<file path="src/rtl/sevenseg_pkg.sv">
// Shared definitions for the multiplexed 7-segment scan bus (driver and receiver).
package sevenseg_pkg;

  localparam int DIGIT_W     = 4;
  localparam int SEL_W       = 5;
  localparam int SCAN_PERIOD = 80000;

  localparam logic [SEL_W-1:0] SEL_MO = 5'b00001;
  localparam logic [SEL_W-1:0] SEL_MT = 5'b00010;
  localparam logic [SEL_W-1:0] SEL_HO = 5'b00100;
  localparam logic [SEL_W-1:0] SEL_HT = 5'b01000;

  typedef enum logic [1:0] {
    HUNT   = 2'd0,
    GOT_MO = 2'd1,
    GOT_MT = 2'd2,
    GOT_HO = 2'd3
  } frame_state_t;

  // Shift-and-add keeps the x10 out of a real multiplier.
  function automatic logic [6:0] times10(input logic [DIGIT_W-1:0] x);
    logic [6:0] w;
    w = {3'b000, x};
    return (w << 3) + (w << 1);
  endfunction

endpackage

</file>
<file path="src/rtl/sevenseg_digit_filter.sv">
// Synchronizes the scan bus and issues one accept pulse per {sel,data} pair
// once it has held steady for STABLE_CYCLES cycles.
module sevenseg_digit_filter
  import sevenseg_pkg::*;
#(
  parameter int SYNC_STAGES   = 2,
  parameter int STABLE_CYCLES = 1000
) (
  input  logic               clk,
  input  logic               rst,
  input  logic [SEL_W-1:0]   sel,
  input  logic [DIGIT_W-1:0] data,
  output logic               acc_valid,
  output logic [SEL_W-1:0]   acc_sel,
  output logic [DIGIT_W-1:0] acc_data
);

  localparam int PAIR_W = SEL_W + DIGIT_W;
  localparam int CNT_W  = (STABLE_CYCLES > 1) ? $clog2(STABLE_CYCLES) : 1;
  localparam logic [CNT_W-1:0] LAST = CNT_W'(STABLE_CYCLES - 1);

  logic [PAIR_W-1:0] sync_q [SYNC_STAGES];
  logic [PAIR_W-1:0] cur;
  logic [PAIR_W-1:0] prev;
  logic [CNT_W-1:0]  count;
  logic              done;
  logic              changed;

  always_ff @(posedge clk or posedge rst) begin
    if (rst) begin
      for (int i = 0; i < SYNC_STAGES; i++) sync_q[i] <= '0;
    end else begin
      sync_q[0] <= {sel, data};
      for (int i = 1; i < SYNC_STAGES; i++) sync_q[i] <= sync_q[i-1];
    end
  end

  assign cur       = sync_q[SYNC_STAGES-1];
  assign changed   = (cur != prev);
  assign acc_valid = !changed && !done && (count == LAST);
  assign acc_sel   = cur[PAIR_W-1:DIGIT_W];
  assign acc_data  = cur[DIGIT_W-1:0];

  // done starts set so whatever sits on the bus at reset is not taken as a digit.
  always_ff @(posedge clk or posedge rst) begin
    if (rst) begin
      prev  <= '0;
      count <= '0;
      done  <= 1'b1;
    end else begin
      prev <= cur;
      if (changed) begin
        count <= '0;
        done  <= 1'b0;
      end else if (acc_valid) begin
        done <= 1'b1;
      end else if (!done && count != LAST) begin
        count <= count + 1'b1;
      end
    end
  end

endmodule

</file>
<file path="src/rtl/sevenseg_scan_rx.sv">
// Receive side of the 7-seg scan bus: reassembles mo/mt/ho/ht digits into a
// binary minute/hour frame and tracks link health with a timeout.
module sevenseg_scan_rx
  import sevenseg_pkg::*;
#(
  parameter int SYNC_STAGES    = 2,
  parameter int STABLE_CYCLES  = 1000,
  parameter int TIMEOUT_CYCLES = 400000
) (
  input  logic               clk,
  input  logic               reset,
  input  logic [SEL_W-1:0]   sel,
  input  logic [DIGIT_W-1:0] data,
  output logic [5:0]         minute,
  output logic [8:0]         houres,
  output logic               frame_valid,
  output logic               frame_err,
  output logic               link_ok
);

  localparam int TMO_W = $clog2(TIMEOUT_CYCLES + 1);
  localparam logic [TMO_W-1:0] TMO_MAX  = TMO_W'(TIMEOUT_CYCLES);
  localparam logic [TMO_W-1:0] TMO_LAST = TMO_W'(TIMEOUT_CYCLES - 1);

  logic [1:0]         rst_pipe;
  logic               rst;
  logic               acc_valid;
  logic [SEL_W-1:0]   acc_sel;
  logic [DIGIT_W-1:0] acc_data;
  frame_state_t       state;
  logic [DIGIT_W-1:0] mo, mt, ho;
  logic [TMO_W-1:0]   tmo_cnt;
  logic [SEL_W-1:0]   expected_sel;
  logic               sel_ok;
  logic [6:0]         minute_sum;
  logic [6:0]         hour_sum;

  // Reset asserts immediately but releases on a clock edge.
  always_ff @(posedge clk or posedge reset) begin
    if (reset) rst_pipe <= 2'b11;
    else       rst_pipe <= {rst_pipe[0], 1'b0};
  end
  assign rst = rst_pipe[1];

  sevenseg_digit_filter #(
    .SYNC_STAGES  (SYNC_STAGES),
    .STABLE_CYCLES(STABLE_CYCLES)
  ) u_filter (
    .clk      (clk),
    .rst      (rst),
    .sel      (sel),
    .data     (data),
    .acc_valid(acc_valid),
    .acc_sel  (acc_sel),
    .acc_data (acc_data)
  );

  always_comb begin
    expected_sel = SEL_MO;
    unique case (state)
      HUNT:   expected_sel = SEL_MO;
      GOT_MO: expected_sel = SEL_MT;
      GOT_MT: expected_sel = SEL_HO;
      GOT_HO: expected_sel = SEL_HT;
    endcase
  end

  assign sel_ok     = (acc_sel == SEL_MO) || (acc_sel == SEL_MT) ||
                      (acc_sel == SEL_HO) || (acc_sel == SEL_HT);
  assign minute_sum = times10(mt) + {3'b000, mo};
  assign hour_sum   = times10(acc_data) + {3'b000, ho};

  // An accept always wins over the timeout, since it also clears the counter.
  always_ff @(posedge clk or posedge rst) begin
    if (rst) begin
      state       <= HUNT;
      mo          <= '0;
      mt          <= '0;
      ho          <= '0;
      minute      <= '0;
      houres      <= '0;
      frame_valid <= 1'b0;
      frame_err   <= 1'b0;
      link_ok     <= 1'b0;
      tmo_cnt     <= '0;
    end else begin
      frame_valid <= 1'b0;
      frame_err   <= 1'b0;
      if (acc_valid) begin
        tmo_cnt <= '0;
        if (!sel_ok || acc_data > 4'd9) begin
          frame_err <= 1'b1;
          state     <= HUNT;
        end else if (acc_sel == expected_sel) begin
          unique case (state)
            HUNT: begin
              mo    <= acc_data;
              state <= GOT_MO;
            end
            GOT_MO: begin
              mt    <= acc_data;
              state <= GOT_MT;
            end
            GOT_MT: begin
              ho    <= acc_data;
              state <= GOT_HO;
            end
            GOT_HO: begin
              state <= HUNT;
              if (minute_sum > 7'd59) begin
                frame_err <= 1'b1;
              end else begin
                minute      <= minute_sum[5:0];
                houres      <= {2'b00, hour_sum};
                frame_valid <= 1'b1;
                link_ok     <= 1'b1;
              end
            end
          endcase
        end else if (state != HUNT) begin
          frame_err <= 1'b1;
          if (acc_sel == SEL_MO) begin
            mo    <= acc_data;
            state <= GOT_MO;
          end else begin
            state <= HUNT;
          end
        end
      end else if (tmo_cnt != TMO_MAX) begin
        tmo_cnt <= tmo_cnt + 1'b1;
        if (tmo_cnt == TMO_LAST) begin
          link_ok <= 1'b0;
          state   <= HUNT;
        end
      end
    end
  end

endmodule

</file>
<file path="config.mk">
export PLATFORM = sky130hd
export DESIGN_NAME = sevenseg_scan_rx
export DESIGN_NICKNAME = d
export VERILOG_FILES = /design/src/rtl/sevenseg_pkg.sv /design/src/rtl/sevenseg_digit_filter.sv /design/src/rtl/sevenseg_scan_rx.sv
export SDC_FILE = /design/constraint.sdc
export NUM_CORES = 1
export LEC_CHECK = 0
export ABC_AREA = 1
export BUFFER_PORTS_ARGS = -buffer_cell sky130_fd_sc_hd__buf_2
export CAP_MARGIN = 5
export CELL_PAD_IN_SITES_DETAIL_PLACEMENT = 0
export CELL_PAD_IN_SITES_GLOBAL_PLACEMENT = 1
export CORE_UTILIZATION = 40
export CTS_CLUSTER_SIZE = 25
export DETAILED_ROUTE_END_ITERATION = 16
export HOLD_SLACK_MARGIN = 0.08
export PLACE_DENSITY_LB_ADDON = 0.1
export SETUP_SLACK_MARGIN = 0.1
export SLEW_MARGIN = 10
export SYNTH_ARGS = -nofsm -noshare
export SYNTH_HDL_FRONTEND = slang
export SYNTH_SLANG_ARGS = --single-unit
</file>
<file path="constraint.sdc">
create_clock -name clk -period 5.2 [get_ports clk]
set_clock_uncertainty 0.1 [all_clocks]
set_input_delay 0.78 -clock clk [delete_from_list [all_inputs] [get_ports clk]]
set_output_delay 0.78 -clock clk [all_outputs]
set_load 0.02 [all_outputs]
</file>
==> reports/qor.txt, run 1 <==
largest net degree at the start of global routing: 51
IO Port Bufs: 26
Worst setup SP type: register
Ant. Diodes: 0
hold buffer count at CTS: 0
final-report hold violation count: 0
total track usage: 0.164
CTS Root Cell: clkbuf_8
Worst-path clk slew: 0.10 ns
CP Max Fanout: 15
Initial DRC Count: 122
Pwr Density: 250 nW/um^2
CP max-delay cell: fa_1
Initial Util: 0.411
initial antenna violation count: 0
Max Transition Viols Final: 0
TritonCTS clock tree: yes
cells along the critical path: inv_1 > fa_1 > fa_1 > nand3b_1 > nand2_1 > xnor2_1 > nand2_1 > inv_1 > nand3_2 > nand2_1 > nand2_1
vias in the first global route: 3116
maximum clock rate: 350 MHz
CP bufs+invs: 2
final antenna-violating net count: 0
Distinct cells, synth: 37
core area: 10800 sq um
via/cell ratio: 4.70
GPL Wtd Cong: 0.788
failing checks: design-rule violations
status: complete, but fails checks
clk sink count: 89
Leak: 2.60 nW
Avg Inst Size Synth: 8.76 sq um
Fill cells: 1103
routed via count: 3227
area of the multi-input gates: 1910 sq um
number of synthesized flops with an enable pin: 0
Routed Wire Length: 8.43 mm
Chip Height: 108 microns
Top Family by Delay on Critical Path: adder cells
width of the die: 108 microns
boundary pin count: 29
FF/Latch Area: 2230 sq um
clock buffer depth: 2
final setup violation count: 0
max-cap check violation count: 0
YS warnings: 0
Peak VDD IR: 0.000209 V
setup tns final: 0 ns
kind of critical path: reg -> reg
type of the most critical hold path: reg -> async
min Tclk post-route: 2.85 ns
Tightest Pin Transition: 0.663 ns
DRT Pass-1 Iters: 10
# Post-CTS Setup Buffers: 0
sequential share of the synthesized area: 0.500
Arrival @ worst endpoint: 3.01 ns
number of synthesized register bits: 89
Congestion Overflow GR: 0
Gate Count Post-Synth: 509
row count: 38
Worst Path Required: 5.36 ns
# resized after CTS: 0
final net count: 581
P&R area growth vs syn: 10.7%
Critical Path End Type: register
Mapped Area: 4460 sq um
CTS Buf Count: 9
max incr delay on CP: 0.51 ns
hpwl dp: 6.34 mm
wire per inst: 12.3 microns
relative slew slack: 0.558
H-tree levels: 3
final core occ: 0.455
period utilization: 0.549
layout cells sized above 1: 0.119
global-route wire length before repair: 14.7 mm
CP dominant cell by count: nand2_1
fraction of registers with async set/reset: 1.00
Top FF cell, synth: dfrtp_1
RSZ-0062 raised after global routing: false
die area: 11600 sq um
Remaining DRCs: 1
worst skew pair latency: 0.36 ns
final total power: 0.00123 W
[cell usage after synthesis (all sizes together), types with 2 or more instances]
master,number,area (sq um)
nor3,18,106
xor2,6,52.6
o21ai,28,140
nand3b,3,22.5
inv,74,278
ha,24,300
dfstp,3,78.8
a21oi,20,100
nand3,20,115
dfrtp,86,2150
or2,2,12.5
nor2,44,186
nand4,20,131
nor4,3,18.8
nand2,129,497
xnor2,11,96.3
buf,6,43.8
fa,4,80.1
[routing by layer]
layer  part of all wire  track usage
met1               0.52        0.222
met4              0.011       0.0558
met3              0.032       0.0387
met2               0.44        0.256
met5                  0            0
[worst reg2reg max path, cell delays in order, from the launching register on]
cell and delay [ns]:
dfrtp_1 0.39, inv_1 0.07, fa_1 0.51, fa_1 0.48
nand3b_1 0.17, nand2_1 0.08, xnor2_1 0.11, nand2_1 0.06
inv_1 0.31, nand3_2 0.28, nand2_1 0.14, nand2_1 0.05
[kinds of logic after synthesis]
group	share of synthesized area
and+or+nand+nor	0.249
DFF	0.500
buffers and inverters	0.0738
AOI/OAI and AO/OA	0.0573
adders and majority gates	0.0853
xor gates and xnor gates	0.0334
other	0.000841
[final cells by class]
class	count	area share
clock inverter	7	0.0165
inverter	75	0.0573
timing repair buffer	27	0.0279
multi-input combinational	340	0.386
clock buffer	9	0.0251
sequential	89	0.452
tap	140	0.0355
[flip-flops by register name, indices dropped and copies added, names as in the netlist, 6 cells and up]
name / cells
u_filter.prev: 9
tmo_cnt: 19
u_filter.sync_q: 9
houres: 7
u_filter.cur: 9
u_filter.count: 10
minute: 6
[final timing paths]
kind	from	endpoint	slack, ns	cells past startpoint
max in group asynchronous	rst_pipe[1]	houres[3]	3.69	2
min reg2reg	rst_pipe[1]	u_filter.cur[2]	0.23	1
max reg2reg	mt[0]	houres[3]	2.35	11
max	mt[0]	houres[3]	2.35	11
min in group clk	u_filter.sync_q[12]	u_filter.cur[3]	0.26	0
min	rst_pipe[1]	u_filter.cur[2]	0.23	1
[power breakdown]
part	total, W	switching [W]	internal [W]
combinational	0.0000463	0.0000301	0.0000163
clock	0.000474	0.000283	0.000192
sequential	0.000714	0.0000100	0.000704
[placed cells by master (no fill, tap or decap), types with 4 or more instances in the layout]
cell      instances
xor2_1            6
xnor2_1          11
ha_1             24
nor2_1           41
nor3_1           16
nand4_1          19
nand3_1          17
a21oi_1          20
o21ai_0          28
dfrtp_1          86
buf_2            26
inv_2             4
nand2_1         126
clkbuf_8          9
inv_1            69
fa_1              4
[stage by stage]
step / setup slack (ns) / hold WS (ns) / area, sq um / instances
after floorplan: 2.51 / 0.231 / 4470 / 511
after global placement: 2.43 / 0.232 / 4730 / 671
after detailed placement: 2.36 / 0.235 / 4730 / 671
after CTS: 2.33 / 0.259 / 4940 / 687
after global routing: 2.11 / 0.266 / 4940 / 687
final: 2.35 / 0.231 / 4940 / 687
Note: power is estimated with default switching activity, not from simulation.
==> inputs of run 2 (changes only) <==
Clock period 5.2 ns to 2.5 ns, I/O delays scaled along.
==> run 2 against run 1 <==
Against the previous run:
- the flow now finishes without violations
- combinational power grew 150%
- register-to-register slack lost 2.2 ns
- largest cell class unchanged
- critical endpoint is now minute[1]
- die area is the same
==> reports/qor.txt, run 2 (synthesis gave the netlist of run 1 again) <==
wire per inst: 12.0 microns (-2.0%)
Initial DRC Count: 157 (+29%)
clock buffer depth: 2 (unchanged)
P&R area growth vs syn: 16.4%
core area: 10800 sq um (unchanged)
status: completed
Initial Util: 0.411 (unchanged)
TritonCTS clock tree: yes
worst skew pair latency: 0.37 ns (about the same)
largest net degree at the start of global routing: 48 (-5.9%)
global-route wire length before repair: 14.9 mm (+1.3%)
most flop-heavy register: tmo_cnt
width of the die: 108 microns (unchanged)
relative slew slack: 0.659 (+0.101)
CTS Root Cell: clkbuf_8
Peak VDD IR: 0.000469 V (+120%)
final core occ: 0.479 (+0.0231)
max reg flops: 19 (unchanged)
FF/Latch Area: 2230 sq um (unchanged)
GPL Wtd Cong: 0.786 (-0.28%)
H-tree levels: 3 (unchanged)
final net count: 602 (+3.6%)
final antenna-violating net count: 0 (unchanged)
period utilization: 0.958 (+0.409)
total track usage: 0.165 (+0.00148)
maximum clock rate: 418 MHz (+19%)
hpwl dp: 6.33 mm (-0.13%)
Remaining DRCs: 0 (-1)
Largest regs: tmo_cnt (19), u_filter.count (10)
min Tclk post-route: 2.39 ns (-0.459 ns)
max-cap check violation count: 0 (unchanged)
via/cell ratio: 4.71 (+0.25%)
layout cells sized above 1: 0.143 (+0.0238)
initial antenna violation count: 0 (unchanged)
Ant. Diodes: 0 (unchanged)
Leak: 2.70 nW (+3.9%)
CP Max Fanout: 8 (-7)
final-report hold violation count: 0 (unchanged)
final total power: 0.00259 W (+110%)
Tightest Pin Transition: 0.511 ns (-0.151 ns)
Pwr Density: 500 nW/um^2 (+100%)
type of the most critical hold path: reg -> async
Worst-path clk slew: 0.10 ns (about the same)
area of the multi-input gates: 1940 sq um (+1.8%)
Chip Height: 108 microns (unchanged)
DRT Pass-1 Iters: 4 (-6)
Fill cells: 1082 (-1.9%)
Max Transition Viols Final: 0 (unchanged)
clk sink count: 89 (unchanged)
Worst Path Required: 2.66 ns (-2.70 ns)
Worst setup SP type: register
most frequent cells in the layout: nand2_1, dfrtp_1, inv_1, nor2_1, o21ai_0
kind of critical path: reg -> reg
boundary pin count: 29 (unchanged)
CTS Buf Count: 9 (unchanged)
routed via count: 3334 (+3.3%)
RSZ-0062 raised after global routing: true
final setup violation count: 0 (unchanged)
Arrival @ worst endpoint: 2.56 ns (-0.45 ns)
Routed Wire Length: 8.52 mm (+1.0%)
Congestion Overflow GR: 0 (unchanged)
row count: 38 (unchanged)
vias in the first global route: 3237 (+3.9%)
most common cell after layout, fill and taps aside: nand2_1
Critical Path End Type: register
IO Port Bufs: 26 (unchanged)
die area: 11600 sq um (unchanged)
run 2: cell count changes in the layout (fill, tap and decap cells not counted), moves of 2 or more:
cell           delta
dlygate4sd3_1    +10
buf_6             +2
nand3_4           +2
inv_1             -2
buf_12            +2
buf_4             +6
inv_6             +2
run 2: critical path, stage by stage (launching register included):
cell     delay, ns
dfrtp_1       0.36
inv_1         0.06
fa_1          0.59
fa_2          0.45
inv_2         0.07
nand2_1       0.04
nor2_1        0.10
nand3_1       0.09
nand2_2       0.10
inv_6         0.06
buf_6         0.13
nand4_1       0.09
nand2_1       0.06
run 2: cell type report:
cell class	instances	share of cell area
well taps	140	0.0338
flip-flops and latches	89	0.430
repair buffers	47	0.0666
inverters	75	0.0560
multi-input cells	341	0.374
clock buffers	9	0.0239
clock inverters	7	0.0157
run 2: final timing paths:
path | startpoint | end | slack, ns | cells past startpoint
worst max register to register | mt[2] | minute[1] | 0.11 | 12
worst min-delay path | rst_pipe[1] | u_filter.prev[3] | 0.21 | 2
max in group asynchronous | rst_pipe[1] | tmo_cnt[0] | 1.60 | 2
min in group clk | u_filter.sync_q[9] | u_filter.cur[0] | 0.25 | 0
worst max-delay path | mt[2] | minute[1] | 0.11 | 12
worst min register to register | rst_pipe[1] | u_filter.prev[3] | 0.21 | 2
run 2: stage by stage:
step | std cells | setup TNS [ns] | worst slack, ns | area, sq um | hold slack (ns)
2_1_floorplan | 511 | 0 | 0.114 | 4470 | 0.187
3_3_place_gp | 679 | -0.568 | -0.0542 | 4810 | 0.226
3_5_place_dp | 679 | -0.975 | -0.108 | 4810 | 0.230
4_1_cts | 707 | 0 | 0.106 | 5170 | 0.242
5_1_grt | 708 | -0.138 | -0.0369 | 5190 | 0.267
6_report | 708 | 0 | 0.106 | 5190 | 0.213
run 2: layer usage:
layer / global-route usage / share of wire
met2: 0.256 / 0.43
met4: 0.0499 / 0.012
met3: 0.0387 / 0.029
met1: 0.230 / 0.52
met5: 0 / 0
run 2: report_power, final:
part,internal (W),switching (W),total [W]
logic,0.0000479,0.0000667,0.000115
clock network,0.000401,0.000596,0.000997
registers,0.00146,0.0000203,0.00148
total,0.00191,0.000683,0.00259
run 2: timing repair:
action	4_1_cts	5_1_grt
hold buffers	10	0
gates cloned	1	0
buffers inserted	1	1
pin swaps	4	1
setup endpoints to repair	16	22
hold endpoints to repair	11	0
gates resized for setup	10	0
